$ cat src/rtl/lorenz_pkg.sv
`default_nettype none
// ============================================================================
//  Module  : lorenz_pkg
//  Purpose : Shared constants and types for the Lorenz solver run controller.
//            WIDTH/FRAC describe the 7.20 signed fixed-point state format.
//  Rev     : 1.0  initial release
// ============================================================================
package lorenz_pkg;

    localparam int WIDTH = 27;
    localparam int FRAC  = 20;

    typedef logic signed [WIDTH-1:0] fix27_t;

    typedef enum logic [1:0] {
        IDLE  = 2'd0,
        LOAD  = 2'd1,
        RUN   = 2'd2,
        DRAIN = 2'd3
    } state_t;

endpackage
`default_nettype wire

$ cat src/rtl/lorenz_sample_buf.sv
`default_nettype none
// ============================================================================
//  Module  : lorenz_sample_buf
//  Purpose : One-entry valid/ready holding register for x/y/z samples.
//            Data only changes on capture, so it is stable while valid&&!ready.
//            Capture in the same cycle as an accept keeps valid high (no bubble).
//  Ports   : clk, reset (async, active-low), flush (drop held sample),
//            capture (load d_x/y/z), ready in, valid out, q_x/y/z out.
//  Rev     : 1.0  initial release
// ============================================================================
module lorenz_sample_buf #(
    parameter int WIDTH = 27
) (
    input  logic                    clk,
    input  logic                    reset,
    input  logic                    flush,
    input  logic                    capture,
    input  logic signed [WIDTH-1:0] d_x,
    input  logic signed [WIDTH-1:0] d_y,
    input  logic signed [WIDTH-1:0] d_z,
    input  logic                    ready,
    output logic                    valid,
    output logic signed [WIDTH-1:0] q_x,
    output logic signed [WIDTH-1:0] q_y,
    output logic signed [WIDTH-1:0] q_z
);

    logic                    r_valid;
    logic signed [WIDTH-1:0] r_x;
    logic signed [WIDTH-1:0] r_y;
    logic signed [WIDTH-1:0] r_z;

    always_ff @(posedge clk or negedge reset) begin
        if (!reset) begin
            r_valid <= 1'b0;
            r_x     <= '0;
            r_y     <= '0;
            r_z     <= '0;
        end else begin
            // flush beats capture so an abort never leaves a stale sample
            if (flush) begin
                r_valid <= 1'b0;
            end else if (capture) begin
                r_valid <= 1'b1;
            end else if (ready) begin
                r_valid <= 1'b0;
            end
            if (capture && !flush) begin
                r_x <= d_x;
                r_y <= d_y;
                r_z <= d_z;
            end
        end
    end

    assign valid = r_valid;
    assign q_x   = r_x;
    assign q_y   = r_y;
    assign q_z   = r_z;

endmodule
`default_nettype wire

$ cat src/rtl/lorenz_run_ctrl.sv
`default_nettype none
// ============================================================================
//  Module  : lorenz_run_ctrl
//  Purpose : Run controller for the 7.20 fixed-point Lorenz ODE solver.
//            Loads initial conditions, enables one Euler step per cycle,
//            stops after num_steps (0 = free-run), and emits every decim-th
//            state plus the final state on a valid/ready sample port.
//            Backpressure stalls the solver so no sample is dropped.
//  Ports   : clk, reset (async active-low), start, stop, num_steps, decim,
//            solver_reset, solver_en, x_in/y_in/z_in, sample_x/y/z,
//            sample_valid, sample_ready, busy, done, step_count,
//            pause (only when LORENZ_PAUSE_EN is defined).
//  Config  : LORENZ_PAUSE_EN adds the pause input that freezes RUN.
//  Rev     : 1.0  initial release
// ============================================================================
module lorenz_run_ctrl
    import lorenz_pkg::*;
#(
    parameter int WIDTH = lorenz_pkg::WIDTH,
    parameter int CNT_W = 32,
    parameter int DEC_W = 16
) (
    input  logic                    clk,
    input  logic                    reset,
    input  logic                    start,
    input  logic                    stop,
`ifdef LORENZ_PAUSE_EN
    input  logic                    pause,
`endif
    input  logic [CNT_W-1:0]        num_steps,
    input  logic [DEC_W-1:0]        decim,
    output logic                    solver_reset,
    output logic                    solver_en,
    input  logic signed [WIDTH-1:0] x_in,
    input  logic signed [WIDTH-1:0] y_in,
    input  logic signed [WIDTH-1:0] z_in,
    output logic signed [WIDTH-1:0] sample_x,
    output logic signed [WIDTH-1:0] sample_y,
    output logic signed [WIDTH-1:0] sample_z,
    output logic                    sample_valid,
    input  logic                    sample_ready,
    output logic                    busy,
    output logic                    done,
    output logic [CNT_W-1:0]        step_count
);

    localparam logic [CNT_W-1:0] c_cnt_one = CNT_W'(1);
    localparam logic [DEC_W-1:0] c_dec_one = DEC_W'(1);

    state_t           r_state;
    state_t           w_state_nxt;
    logic [CNT_W-1:0] r_num_steps;
    logic [CNT_W-1:0] r_step_count;
    logic [DEC_W-1:0] r_decim;
    logic [DEC_W-1:0] r_dcnt;
    logic             r_final_cap;
    logic             r_done;

    logic w_pause;
    logic w_buf_free;
    logic w_step_last;
    logic w_capture;
    logic w_flush;
    logic w_load_cfg;
    logic w_clear;
    logic w_adv;
    logic w_set_final;
    logic w_done_nxt;

`ifdef LORENZ_PAUSE_EN
    assign w_pause = pause;
`else
    assign w_pause = 1'b0;
`endif

    // The buffer can take a new sample if empty or emptying this cycle.
    assign w_buf_free  = !sample_valid || sample_ready;
    assign w_step_last = (r_num_steps != '0) &&
                         (r_step_count == r_num_steps - c_cnt_one);

    always_comb begin
        w_state_nxt = r_state;
        solver_en   = 1'b0;
        w_capture   = 1'b0;
        w_flush     = 1'b0;
        w_load_cfg  = 1'b0;
        w_clear     = 1'b0;
        w_adv       = 1'b0;
        w_set_final = 1'b0;
        w_done_nxt  = 1'b0;

        if (stop) begin
            // stop wins over start and pause, and suppresses done
            w_state_nxt = IDLE;
            w_flush     = 1'b1;
        end else begin
            case (r_state)
                IDLE: begin
                    if (start) begin
                        w_state_nxt = LOAD;
                        w_load_cfg  = 1'b1;
                    end
                end
                LOAD: begin
                    w_clear     = 1'b1;
                    w_state_nxt = RUN;
                end
                RUN: begin
                    if (!w_pause) begin
                        if (r_dcnt == '0) begin
                            // capture the pre-step state; stall if buffer full
                            if (w_buf_free) begin
                                w_capture = 1'b1;
                                w_adv     = 1'b1;
                            end
                        end else begin
                            w_adv = 1'b1;
                        end
                    end
                    if (w_adv) begin
                        solver_en = 1'b1;
                        if (w_step_last) begin
                            w_state_nxt = DRAIN;
                        end
                    end
                end
                DRAIN: begin
                    if (!r_final_cap) begin
                        if (w_buf_free) begin
                            w_capture   = 1'b1;
                            w_set_final = 1'b1;
                        end
                    end else if (sample_valid && sample_ready) begin
                        w_done_nxt  = 1'b1;
                        w_state_nxt = IDLE;
                    end
                end
                default: begin
                    w_state_nxt = IDLE;
                end
            endcase
        end
    end

    always_ff @(posedge clk or negedge reset) begin
        if (!reset) begin
            r_state      <= IDLE;
            r_num_steps  <= '0;
            r_decim      <= c_dec_one;
            r_step_count <= '0;
            r_dcnt       <= '0;
            r_final_cap  <= 1'b0;
            r_done       <= 1'b0;
        end else begin
            r_state <= w_state_nxt;
            r_done  <= w_done_nxt;
            if (w_load_cfg) begin
                r_num_steps <= num_steps;
                r_decim     <= (decim == '0) ? c_dec_one : decim;
            end
            if (w_clear) begin
                r_step_count <= '0;
                r_dcnt       <= '0;
                r_final_cap  <= 1'b0;
            end else if (w_adv) begin
                // saturate in free-run; the solver itself keeps stepping
                if (r_step_count != '1) begin
                    r_step_count <= r_step_count + c_cnt_one;
                end
                r_dcnt <= (r_dcnt == r_decim - c_dec_one) ? '0 : r_dcnt + c_dec_one;
            end
            if (w_set_final) begin
                r_final_cap <= 1'b1;
            end
        end
    end

    lorenz_sample_buf #(
        .WIDTH (WIDTH)
    ) u_sample_buf (
        .clk     (clk),
        .reset   (reset),
        .flush   (w_flush),
        .capture (w_capture),
        .d_x     (x_in),
        .d_y     (y_in),
        .d_z     (z_in),
        .ready   (sample_ready),
        .valid   (sample_valid),
        .q_x     (sample_x),
        .q_y     (sample_y),
        .q_z     (sample_z)
    );

    assign solver_reset = (r_state == IDLE) || (r_state == LOAD);
    assign busy         = (r_state != IDLE);
    assign done         = r_done;
    assign step_count   = r_step_count;

endmodule
`default_nettype wire

$ cat config.mk
export PLATFORM = sky130hd
export DESIGN_NAME = lorenz_run_ctrl
export DESIGN_NICKNAME = d
export VERILOG_FILES = /design/src/rtl/lorenz_pkg.sv /design/src/rtl/lorenz_sample_buf.sv /design/src/rtl/lorenz_run_ctrl.sv
export SDC_FILE = /design/constraint.sdc
export NUM_CORES = 1
export LEC_CHECK = 0
export ABC_AREA = 1
export CAP_MARGIN = 10
export CORE_MARGIN = 4
export CORE_UTILIZATION = 50
export DETAILED_ROUTE_END_ITERATION = 6
export PLACE_DENSITY = 0.79
export SLEW_MARGIN = 20
export SYNTH_ARGS = -nofsm -noshare
export SYNTH_HDL_FRONTEND = slang
export SYNTH_SLANG_ARGS = --single-unit
$ cat constraint.sdc
create_clock -name clk -period 2.8 [get_ports clk]
set_input_delay 0.56 -clock clk [delete_from_list [all_inputs] [get_ports clk]]
set_output_delay 0.56 -clock clk [all_outputs]
set_load 0.02 [all_outputs]
==> results of run 1 <==
[synth_stat cells (10+ instances only)]
library cell    n  share of area
xnor2_1        23          0.020
nand3_1        45          0.022
nand2_2        12         0.0075
ha_1           11          0.014
a21oi_1        37          0.018
nor2_1        140          0.052
dfrtp_1       181           0.45
o21ai_0        39          0.019
inv_1          98          0.037
nand4_1        28          0.017
xor2_1         44          0.038
nor3_1         25          0.012
nand2_1       545           0.20
inv_2          10         0.0037
clkbuf_1       27          0.010
[per-stage QoR]
step | power (µW) | cells | utilization | worst slack (ns)
after floorplan | 8460 | 1352 | - | 0.708
after global placement | 11000 | 1846 | 0.658 | 0.225
after detailed placement | 11200 | 1846 | 0.658 | 0.213
after CTS | 13700 | 1878 | 0.688 | 0.0230
after global routing | 14700 | 1878 | 0.688 | 0.0724
final | 13700 | 1878 | 0.688 | 0.290
[cell families after synthesis]
family	Yosys count	synth area share
simple gates	852	0.367
compound gates	91	0.0483
buf+inv	149	0.0577
flops	182	0.455
xor+xnor	67	0.0585
fa+ha+maj	11	0.0137
[sequential cells by signal (all words and copies together) (netlist names)]
signal              flops
r_state                 2
step_count             32
u_sample_buf.q_z       27
r_num_steps            32
r_final_cap             1
r_decim                16
u_sample_buf.q_x       27
u_sample_buf.q_y       27
u_sample_buf.valid      1
r_dcnt                 16
done                    1
[power by group through the flow]
stage | Clock, µW | Combinational [µW] | Sequential (µW)
finish | 2430 | 6580 | 4660
global route | 2580 | 7310 | 4800
CTS | 2460 | 6600 | 4640
detailed placement | 0 | 6550 | 4650
global placement | 0 | 6400 | 4620
floorplan | 0 | 3210 | 5260
[worst max-delay path by stage]
| stage | start | endpoint | slack [ns] | cells after the start |
|---|---|---|---|---|
| 6_report | r_decim[0]$_DFFE_PN1P_ | r_dcnt[4]$_DFFE_PN0P_ | 0.29 | 11 |
| 5_1_grt | r_num_steps[0]$_DFFE_PN0P_ | r_state[0]$_DFFE_PN0P_ | 0.07 | 18 |
| 4_1_cts | r_dcnt[0]$_DFFE_PN0P_ | solver_en | 0.02 | 8 |
| 3_5_place_dp | sample_ready | solver_en | 0.21 | 6 |
| 3_3_place_gp | stop | solver_en | 0.23 | 5 |
| 2_1_floorplan | r_decim[0]$_DFFE_PN1P_ | r_dcnt[10]$_DFFE_PN0P_ | 0.71 | 12 |
[layer usage]
metal  routed length (µm)  up-vias
met5                    0        -
met4                  794        0
met3                 2850       51
met2                14600      384
met1                12100     4559
li1                     -     4717
[placed cells by master, fill, tap and decap left out, drive strengths merged, types with 2 or more instances in the layout]
| cell type | netlist | final |
|---|---|---|
| inv | 108 | 115 |
| nand4 | 28 | 28 |
| xnor2 | 23 | 23 |
| nand3b | 9 | 9 |
| ha | 11 | 11 |
| a21oi | 37 | 37 |
| nor2 | 156 | 156 |
| buf | 10 | 17 |
| nor3 | 29 | 29 |
| nand3 | 50 | 50 |
| clkbuf | 28 | 18 |
| nand2 | 561 | 561 |
| nor3b | 3 | 3 |
| a2bb2oi | 2 | 2 |
| xor2 | 44 | 44 |
| nor4 | 7 | 7 |
| a31oi | 2 | 2 |
| o21a | 2 | 2 |
| clkinvlp | 0 | 2 |
| clkinv | 3 | 8 |
| dfrtp | 181 | 181 |
| o21ai | 43 | 43 |
| o31ai | 2 | 2 |
| clkdlybuf4s50 | 0 | 249 |
| or2 | 7 | 7 |
[worst reg2reg max path: stages (launching register included)]
cell	delay (ns)
dfstp_2	0.55
inv_1	0.09
ha_1	0.23
nand3_1	0.16
nor2_1	0.10
nand2_1	0.08
xor2_1	0.19
xor2_1	0.21
and3_1	0.23
nand3_2	0.13
nand2_2	0.27
a21oi_1	0.14
[what timing repair did]
item / in CTS / in global routing
endpoints found under the setup margin: 0 / 1
hold endpoints to repair: 0 / 0
gates resized for setup: 0 / 1
buffers inserted: 0 / 0
[layout make-up]
type	count	area, µm²	share of cell area
Clock inverter	14	160	0.0119
Inverter	111	417	0.0309
Tap cell	265	332	0.0246
Multi-Input combinational cell	1021	4900	0.363
Timing Repair Buffer	267	2690	0.199
Clock buffer	18	439	0.0326
Sequential cell	182	4560	0.338
==> impl_metrics.yaml, run 1 <==
status:
  outcome: "finished, final reports clean"
pwr:
  p_per_area_nw_per_um2: 1010
  leakagePower_uw: 0.00639
  clockPowerShare: 0.178
  seqPwrFrac: 0.341
  netSwitchingPower_uw: 6040
  power.ir.vdd_worst_uv: 603
  combPwrFrac: 0.481
  swShare: 0.442
  internal_power_uw: 7630
global_route:
  grt_util_met3: 0.0966
  grt.total_usage: 0.274
  grt-busiest-layer: "met2"
  grt_pass1_wl_mm: 48.8
  globalRoute.totalOverflow: 0
  grt_pass1_vias: 9745
  gr-usage-met1: 0.331
  grt_start_max_net_pins: 82
  grtUsageMet2: 0.461
  grt_antenna_before_repair: 0
place:
  placement.io_buffers: 251
  placement.cell_area_um2: 12900
  dp_hpwl_mm: 23.0
  final_gp_congestion: 0.996
route:
  drt-vias-per-instance: 5.17
  postRouteAntennaNets: 0
  drc: 0
  drt-initial-drc-count: 707
  via_count: 9711
  routed_wire_length_per_instance_um: 16.2
  drtPass1Iterations: 7
  detail_route.wirelength_mm: 30.4
critical_path:
  cp_slowest_stage_delay_ns: 0.55
  crit_required_ns: 3.09
  critPathTopFamily: "simple AND/OR/NAND/NOR gates"
  timing.reg2reg.worst_path_depth: 11
  critical_path.slowest_cell: "dfstp_2"
  worst-endpoint-arrival_ns: 2.80
  crit_fanout: 14
  timing.critical_path.to_type: "flip-flop"
  rr_endpoint: "r_dcnt[4]$_DFFE_PN0P_"
  cp_cell_sequence: "inv_1 > ha_1 > nand3_1 > nor2_1 > nand2_1 > xor2_1 > xor2_1 > and3_1 > nand3_2 > nand2_2 > a21oi_1"
  ff2ff_setup_slack_ns: 0.29
  path_class: "flip-flop to flip-flop"
  cpMostUsedCell: "xor2_1"
  worst_r2r_startpoint: "r_decim[0]$_DFFE_PN1P_"
  timing.critical_path.from_type: "flip-flop"
  timing.critical_path.buf_inv: 1
logic_synthesis:
  number_of_warnings_printed_during_yosys_synthesis: 0
  synthesis.instances: 1352
  synth_flop_cell: "dfrtp_1"
  synth_enable_flop_cells: 0
  synth_seq_area_share: 0.455
  postSynthRegisterBits: 182
  ys_async_sr_fraction: 1.00
  synth.distinct_cells: 47
  netlist_area_um2: 10000
  postSynthNetCount: 1497
  synth.avg_cell_area_um2: 7.41
floorplanning:
  core_um2: 19600
  io_pins: 252
  initial_utilization: 0.512
  die_width_um: 150
  design.die.area_um2: 22400
  num_rows: 51
  die_y_um: 150
timing:
  timing.clock.skew_ns: 0.0132
  worst_slew_margin_rel: 0.594
  finalHoldWorstSlack_ns: 0.103
  setup-violations-final: 0
  timing.final.hold_violations: 0
  setup_tns_ns: 0
  min_period_over_period: 0.897
  fmaxAchievable_mhz: 398
  slew_violations: 0
  worst_slew_pin_slew_ns: 0.609
  rsz0062_at_grt: "false"
  shortest_clock_period_the_worst_path_allows_after_layout_ns: 2.51
final_layout:
  insertedDiodeCount: 0
  layout-drive-gt1-share: 0.0694
  layout.cell_area.non_filler_um2: 13500
  area_growth_syn_to_layout_pct: 34.6
  final.fill_count: 1632
  design.final.nets: 1745
clock_network:
  tritoncts: "done"
  cts_made_buffers: 17
  max-clock-path-buffers: 2
  post_cts_hold_buffer_count: 0
  clkSinkCount: 182
  clock_insertion_delay_worst_skew_ns: 0.44
  clock_slew_at_the_register_clock_pins_of_the_worst_setup_and_hold_paths_ns: 0.08
  clockRootBuffer: "clkbuf_16"
  htreeDepth: 4
min_path:
  hold_path_class: "input port to asynchronous set/reset pin"
flow_run:
  timing.max_cap.violations: 0
Power figures use the tool's default switching activity.
==> run 2, diff against run 1 <==
--- a/config.mk
+++ b/config.mk
@@ -8,9 +8,9 @@
 export ABC_AREA = 1
 export CAP_MARGIN = 10
 export CORE_MARGIN = 4
-export CORE_UTILIZATION = 50
+export CORE_UTILIZATION = 54
 export DETAILED_ROUTE_END_ITERATION = 6
-export PLACE_DENSITY = 0.79
+export PLACE_DENSITY = 0.85
 export SLEW_MARGIN = 20
 export SYNTH_ARGS = -nofsm -noshare
 export SYNTH_HDL_FRONTEND = slang
==> constraint.sdc (replaced) <==
create_clock -name clk -period 3.25 [get_ports clk]
set_input_delay 0.65 -clock clk [delete_from_list [all_inputs] [get_ports clk]]
set_output_delay 0.65 -clock clk [all_outputs]
set_load 0.02 [all_outputs]
==> run 2 against run 1 <==
Net effect:
- setup slack gained 0.0086 ns
- critical endpoint is now solver_en
- design area down 0.57%
- clock skew rose by 0.0051 ns
- sequential share of layout area is 0.19 points higher
- clock-buffer cell count did not move
- global-route usage up 2.0 points
- critical path depth shrank 3
- via count fell by 0.55%
- first-iteration DRC count up 5.1%
- flip-flop and latch count unchanged
- combinational power decreased by 14%
==> impl_metrics.yaml, run 2 (synthesis results as in run 1) <==
route:
  routed_wire_length_per_instance_um: 16.6
  drt-vias-per-instance: 5.26
  detail_route.wirelength_mm: 30.5
  drtPass1Iterations: 5
  drt-initial-drc-count: 743
  via_count: 9658
  drc: 0
  postRouteAntennaNets: 0
floorplanning:
  core_um2: 18100
  die_y_um: 144
  initial_utilization: 0.554
  design.die.area_um2: 20800
  io_pins: 252
  die_width_um: 144
  num_rows: 49
pwr:
  netSwitchingPower_uw: 5230
  clockPowerShare: 0.181
  power.ir.vdd_worst_uv: 613
  seqPwrFrac: 0.339
  p_per_area_nw_per_um2: 884
  total_power_uw: 11900
  internal_power_uw: 6620
  leakagePower_uw: 0.00635
  combPwrFrac: 0.479
  swShare: 0.441
clock_network:
  clock_insertion_delay_worst_skew_ns: 0.45
  clockRootBuffer: "clkbuf_16"
  clock_slew_at_the_register_clock_pins_of_the_worst_setup_and_hold_paths_ns: 0.07
  htreeDepth: 4
  post_cts_hold_buffer_count: 0
  max-clock-path-buffers: 2
  cts_made_buffers: 17
  tritoncts: "done"
  cts_resized: 0
  clkSinkCount: 182
  cts_setup_buffers: 0
global_route:
  grt_antenna_before_repair: 0
  grt.total_usage: 0.295
  grt_start_max_net_pins: 83
  grt_pass1_vias: 9507
  globalRoute.totalOverflow: 0
  grt_pass1_wl_mm: 47.9
timing:
  timing.clock.skew_ns: 0.0183
  timing.final.hold_violations: 0
  rsz0062_at_grt: "false"
  min_period_over_period: 0.908
  fmaxAchievable_mhz: 339
  shortest_clock_period_the_worst_path_allows_after_layout_ns: 2.95
  finalHoldWorstSlack_ns: 0.146
  worst_slew_pin_slew_ns: 0.619
  setup-violations-final: 0
  setup_tns_ns: 0
  worst_slew_margin_rel: 0.587
  slew_violations: 0
final_layout:
  layout_common_cells: "544 x nand2_1, 250 x clkdlybuf4s50_1, 181 x dfrtp_1, 140 x nor2_1, 98 x inv_1"
  most_common_cell_after_layout_fill_and_taps_aside: "nand2_1"
  layout-drive-gt1-share: 0.0654
  design.final.nets: 1738
  area_growth_syn_to_layout_pct: 33.8
  layout.cell_area.non_filler_um2: 13400
place:
  placement.cell_area_um2: 12800
  final_gp_congestion: 0.982
  placement.io_buffers: 251
  dp_hpwl_mm: 22.7
critical_path:
  crit_fanout: 4
  critical_path.slowest_cell: "clkdlybuf4s50_1"
  ff2ff_setup_slack_ns: 0.65
  timing.reg2reg.worst_path_depth: 17
  cp_slowest_stage_delay_ns: 0.55
  critPathTopFamily: "buffers and inverters"
  timing.critical_path.to_type: "output pin"
  timing.critical_path.from_type: "flip-flop"
  crit_required_ns: 2.60
  timing.critical_path.buf_inv: 3
  rr_endpoint: "r_state[1]$_DFFE_PN0P_"
  timing.critical_path.depth: 8
  worst_r2r_startpoint: "r_num_steps[0]$_DFFE_PN0P_"
  worst-endpoint-arrival_ns: 2.30
  cp_cell_sequence: "inv_1 > ha_1 > nand3b_1 > nor2_1 > nand3_2 > nand3_2 > inv_1 > clkdlybuf4s50_1"
  path_class: "flip-flop to output pin"
min_path:
  hold_path_class: "input port to asynchronous set/reset pin"
flow_run:
  timing.max_cap.violations: 0
status:
  outcome: "finished, final reports clean"
run 2: changes by cell type in the layout (fill, tap and decap cells not counted), sizes merged:
cell           change
bufinv             +1
clkinvlp           -2
buf                -7
clkinv             +2
inv                -1
clkdlybuf4s50      +1
diode              +1
dlymetal6s2s       -1
run 2: per-layer routing:
layer	up-vias	GRT usage	part of all wire	routed length, µm
li1	4706	-	-	-
met1	4508	0.349	0.38	11700
met2	391	0.503	0.49	15100
met3	53	0.107	0.098	2980
met4	0	0.0913	0.025	768
met5	-	0	0	0
run 2: how the worst max path moves through the flow:
stage / endpoint / from / slack, ns
after CTS: solver_en / r_dcnt[0]$_DFFE_PN0P_ / 0.28
after detailed placement: solver_en / stop / 0.33
final: solver_en / r_dcnt[0]$_DFFE_PN0P_ / 0.30
after global placement: solver_en / stop / 0.37
after global routing: solver_en / r_dcnt[0]$_DFFE_PN0P_ / 0.20
after floorplan: step_count[25]$_DFFE_PN0P_ / stop / 1.14
run 2: layout make-up:
type	instances	area [µm²]
diodes	1	2.50
fillers	1352	4680
repair buffers	260	2630
clock buffers	18	439
clock inverters	14	181
well taps	229	287
inverters	111	417
flip-flops and latches	182	4560
multi-input cells	1021	4900
run 2: power by group through the flow:
stage / sequential [µW] / clock, µW / combinational [µW]
floorplan: 4530 / 0 / 2760
global placement: 3990 / 0 / 5490
detailed placement: 4020 / 0 / 5620
CTS: 4010 / 2180 / 5680
global route: 4140 / 2280 / 6250
finish: 4020 / 2150 / 5680
run 2: through the flow:
stage               cells   util  setup slack (ns)
floorplan            1352      -              1.14
global placement     1803  0.707             0.372
detailed placement   1803  0.707             0.334
CTS                  1835  0.741             0.279
global route         1835  0.741             0.197
finish               1836  0.741             0.298
